File: src/rtl/fir_coeff_bank_ctrl.sv
// Double-buffered FIR coefficient bank: loads a tap set into the shadow bank, then swaps it in
// on a sample strobe. Optional macro COEF_SYM_EN enables half-length linear-phase loading.
module fir_coeff_bank_ctrl #(
    parameter int unsigned N      = 39,
    parameter int unsigned COEF_W = 16,
    parameter int unsigned CNT_W  = 8
) (
    input  logic                  clk,
    input  logic                  rst_n,
    input  logic                  cfg_tvalid,
    output logic                  cfg_tready,
    input  logic [COEF_W-1:0]     cfg_tdata,
    input  logic                  cfg_tlast,
    input  logic                  sample_vld,
    output logic [N*COEF_W-1:0]   h_flat,
    output logic                  bank_sel,
    output logic                  busy,
    output logic                  swap_done,
    output logic                  err_len,
    output logic [CNT_W-1:0]      swap_cnt
);

`ifdef COEF_SYM_EN
    localparam int unsigned LEN = (N + 1) / 2;
`else
    localparam int unsigned LEN = N;
`endif
    localparam int unsigned IDX_W = (LEN > 1) ? $clog2(LEN) : 1;

    typedef enum logic [1:0] {StIdle, StLoad, StDrain, StPending} state_t;

    state_t              state;
    logic [IDX_W-1:0]    wr_idx;
    logic [COEF_W-1:0]   bank [2][N];
    logic                swap_pend;
    logic                accept;
    logic                loading;
    logic                at_end;

    assign accept     = cfg_tvalid && cfg_tready;
    assign loading    = accept && ((state == StIdle) || (state == StLoad));
    assign at_end     = (wr_idx == IDX_W'(LEN - 1));
    // Ready is forced low while reset is asserted, not just after the first edge.
    assign cfg_tready = rst_n && (state != StPending);
    assign busy       = (state != StIdle);

    always_comb begin
        h_flat = '0;
        for (int k = 0; k < int'(N); k++) begin
            h_flat[k*COEF_W +: COEF_W] = bank[bank_sel][k];
        end
    end

    always_ff @(posedge clk or negedge rst_n) begin
        if (!rst_n) begin
            state     <= StIdle;
            wr_idx    <= '0;
            bank_sel  <= 1'b0;
            swap_pend <= 1'b0;
            swap_done <= 1'b0;
            err_len   <= 1'b0;
            swap_cnt  <= '0;
            for (int b = 0; b < 2; b++) begin
                for (int k = 0; k < int'(N); k++) begin
                    bank[b][k] <= '0;
                end
            end
        end else begin
            err_len   <= 1'b0;
            swap_pend <= 1'b0;
            swap_done <= swap_pend;
            if (swap_pend) begin
                swap_cnt <= swap_cnt + CNT_W'(1);
            end

            // Only the shadow bank is ever written.
            for (int k = 0; k < int'(N); k++) begin
`ifdef COEF_SYM_EN
                if (loading && ((k == int'(wr_idx)) || (k == int'(N) - 1 - int'(wr_idx)))) begin
`else
                if (loading && (k == int'(wr_idx))) begin
`endif
                    bank[~bank_sel][k] <= cfg_tdata;
                end
            end

            unique case (state)
                StIdle, StLoad: begin
                    if (accept) begin
                        if (at_end) begin
                            wr_idx  <= '0;
                            err_len <= !cfg_tlast;
                            state   <= cfg_tlast ? StPending : StDrain;
                        end else if (cfg_tlast) begin
                            wr_idx  <= '0;
                            err_len <= 1'b1;
                            state   <= StIdle;
                        end else begin
                            wr_idx  <= wr_idx + IDX_W'(1);
                            state   <= StLoad;
                        end
                    end
                end
                StDrain: begin
                    if (accept && cfg_tlast) begin
                        state <= StIdle;
                    end
                end
                StPending: begin
                    if (sample_vld) begin
                        bank_sel  <= ~bank_sel;
                        swap_pend <= 1'b1;
                        state     <= StIdle;
                    end
                end
                default: state <= StIdle;
            endcase
        end
    end

endmodule

File: config.mk
export PLATFORM = sky130hd
export DESIGN_NAME = fir_coeff_bank_ctrl
export DESIGN_NICKNAME = d
export VERILOG_FILES = /design/src/rtl/fir_coeff_bank_ctrl.sv
export SDC_FILE = /design/constraint.sdc
export NUM_CORES = 2
export LEC_CHECK = 0
export ABC_AREA = 0
export CORE_MARGIN = 5
export CORE_UTILIZATION = 40
export CTS_CLUSTER_DIAMETER = 100
export DETAILED_ROUTE_END_ITERATION = 16
export GPL_TIMING_DRIVEN = 0
export PLACE_DENSITY_LB_ADDON = 0.12
export REMOVE_ABC_BUFFERS = 1
export SLEW_MARGIN = 20
export SYNTH_ARGS = -nofsm -noshare
export SYNTH_HDL_FRONTEND = slang
export SYNTH_SLANG_ARGS = --single-unit
File: constraint.sdc
create_clock -name clk -period 3.1 [get_ports clk]
set_clock_uncertainty 0.1 [all_clocks]
set_input_delay 0.465 -clock clk [delete_from_list [all_inputs] [get_ports clk]]
set_output_delay 0.465 -clock clk [all_outputs]
set_load 0.01 [all_outputs]
==> impl_results.md <==
* Synth top area cells: dfrtp_1 56%, mux2_2 29%, mux2_1 5.0%
* Average cell area after synthesis at 15.7 µm²
* Failing checks: negative setup slack
* Leading area contributor after synthesis: dfrtp_1
* # clock sinks at 1268
* Root Driver: clkbuf_16
* Yosys warnings at 0
* # nets final at 4320
* DRC violation count after routing at 0
* Register bit total from synthesis at 1268
* Worst Hold Class: input pin to asynchronous set/reset pin
* RSZ-0062 raised after global routing: true
* Worst Setup Path Type: register to output port
* R2R depth at 5
* Detailed Place HPWL at 105 mm
* Total power at 43500 µW
* CTS tree: yes
* CTS Buf Count at 146
* Via/cell ratio at 5.18
* CTS Buffer Depth at 3
* Final setup viols at 23
* Maxcap violations at 0
* Final Util at 50.5%
* Max transition margin at 32.9%
* Vias in the first global route at 34700
* Final wirelength at 169 mm
* Worst Path Max Fanout at 12
* Die Width at 388 µm
* Layout cells sized above 1 at 56.1%
* Post-synthesis sequential area ratio at 55.5%
* Synth Cell Area at 57200 µm²
* Synth top area share at 55.5%
* Most used DFF post-synth: dfrtp_1
* Reg-to-Reg End: bank[633]
* CP max stage cell: dfrtp_4
* Wire length per cell at 26.9 µm
* Post-synth ARST share at 100%
* I/O Buffers at 657
* Skew-Pair Late Insertion Delay at 0.74 ns
* DR iter-0 viols at 1283
* Most frequent CP cell: buf_12
* Status: complete, but fails checks
* Drt first pass iters at 6
* H-Tree Depth at 4
* Effective utilization at floorplan at 40.3%
* Final period util at 101%
* ANT nets after route at 0
* GP Congestion at 0.716
* Core ar. at 142000 µm²
* Crit end category: output port
* Netlist cell types at 56
* Multi-input gate area at 23800 µm²
* Row count at 138
* Crit. Startpoint: bank_sel
* Final Worst Setup Slack at -0.0200 ns
* IR drop worst, VDD at 0.000503 V
* Lkg Pwr at 0.0374 µW
* Clock transition at the registers of the reported paths at 0.06 ns
* Final min period at 3.12 ns
* Highest clock rate at 321 MHz
* Initial antenna violation count at 4
* Total track usage at 22.2%
* Largest net degree at the start of global routing at 136
* Slew Limit Fails at 0
* Die height at 388 µm
* Register area at 31700 µm²
* GRT overflow at 0
* Die area at 151000 µm²
* Routed vias at 32600
* Crit path largest cell delay at 0.51 ns
* Syn Inst Count at 3632
* I/O pin count at 658
* Critical Path, Cell by Cell: buf_16 -> buf_12 -> buf_12 -> buf_12 -> buf_4 -> buf_16 -> mux2_2 -> buf_2
* First-pass GRT wire length at 251 mm
* Pwr per Cell Area at 608 nW/µm²
* Slew @ Worst Pin at 1.00 ns
* Area delta synth->final at 25.3%
* Worst EP arrival at 2.55 ns
* FF-to-FF Start: wr_idx[0]
* Fill cell count at 12200
* Crit path launch type: register
* Crit path capture: h_flat[129]
* Worst EP required at 2.53 ns
* Hold Fails Final Rpt at 0
* Number of synthesized flops with an enable pin at 0
* R2r setup slk at 0.24 ns
worst max-delay path: cells and delay by family, from the launching register on:
family | cells | cell delay (ns)
multiplexers | 1 | 0.28
buffers and inverters | 7 | 1.00
flip-flops | 1 | 0.51
worst min path at each step:
stage,to,slack [ns],depth (start not counted)
after detailed placement,bank[592],0.30,1
final,bank[421],0.05,4
after global placement,swap_cnt[7],0.36,1
after global routing,bank[287],0.05,2
after CTS,bank[287],0.02,2
after floorplan,bank[0],0.07,0
cell usage after synthesis (all sizes together) (6+ instances only):
cell type	number
mux2	1873
dfrtp	1268
buf	181
clkbuf	135
nand3	65
nor3b	10
and3	7
and4bb	7
nor3	7
and3b	6
nand2	6
nand4	6
nor2	6
logic make-up after synthesis:
group | Yosys count | synth area share, %
mux | 1873 | 37.8
flops | 1268 | 55.5
buf+inv | 318 | 3.07
simple gates | 142 | 3.16
compound gates | 18 | 0.217
xor+xnor | 8 | 0.123
fa+ha+maj | 5 | 0.109
per-layer routing:
layer	part of all wire [%]	global-route usage (%)	vias up
li1	-	-	14400
met1	44	29.6	17400
met2	48	36.3	626
met3	6.3	6.69	181
met4	1.7	4.39	2
met5	0.0077	0	-
cells in the final DEF, fill, tap and decap left out, types with 6 or more instances in the layout:
master           instances
bufbuf_16               10
buf_8                    6
mux2_1                 252
and4bb_2                 6
buf_6                   65
mux2_4                 153
clkbuf_16              157
clkinv_2                14
clkbuf_1                34
buf_12                  31
dlygate4sd2_1          198
clkdlybuf4s15_1         63
clkdlybuf4s15_2         44
clkbuf_2               116
nor3b_4                  9
dfrtp_1               1265
buf_4                   31
dlymetal6s2s_1          13
and3_1                   6
mux2_2                1468
nand2_1                  6
buf_2                  135
nand3_4                 49
dlygate4sd3_1            7
nor3_4                   6
clkdlybuf4s50_1         26
buf_16                  77
nand3_2                 11
diode_2                  9
clkbuf_8                29
bufinv_16               10
power breakdown:
part	internal (µW)	leakage (µW)	total, µW	switching, µW
Sequential	18000	0.0174	18700	736
Combinational	3900	0.0176	7470	3570
Clock	10400	0.00236	17300	6950
registers in the layout, indices dropped and copies added, names as in the netlist:
register / count
bank: 1248
wr_idx: 6
swap_pend: 1
swap_cnt: 8
bank_sel: 1
state: 2
err_len: 1
swap_done: 1
through the flow:
step	hold WS (ns)	cells	cell area [µm²]	setup WS, ns	setup TNS, ns
3_3_place_gp	0.358	5863	64400	-59.53	-
5_1_grt	0.0508	6283	71600	-0.112	-3.77
2_1_floorplan	0.0694	3316	55400	-17.38	-
3_5_place_dp	0.296	5918	65800	-1.26	-1078.00
6_report	0.0534	6292	71600	-0.0200	-0.155
4_1_cts	0.0156	6258	71400	-0.275	-17.17
what timing repair did:
| item | 4_1_cts | 5_1_grt |
|---|---|---|
| buffers inserted | 43 | 20 |
| setup endpoints to repair | 1281 | 368 |
| hold buffers | 16 | 0 |
| endpoints found under the hold margin | 318 | 0 |
| gates cloned | 34 | 7 |
| pin swaps | 9 | 1 |
| resized for setup | 1285 | 407 |
cell type report:
cell class                      count  share of cell area [%]
Inverter                            2                  0.0105
Timing Repair Buffer              829                    12.4
Sequential cell                  1268                    44.3
Clock buffer                      213                    5.98
Antenna cell                        9                  0.0314
Clock inverter                     34                   0.716
Tap cell                         1890                    3.30
Multi-Input combinational cell   2047                    33.2
Note: power is estimated with default switching activity, not from simulation.
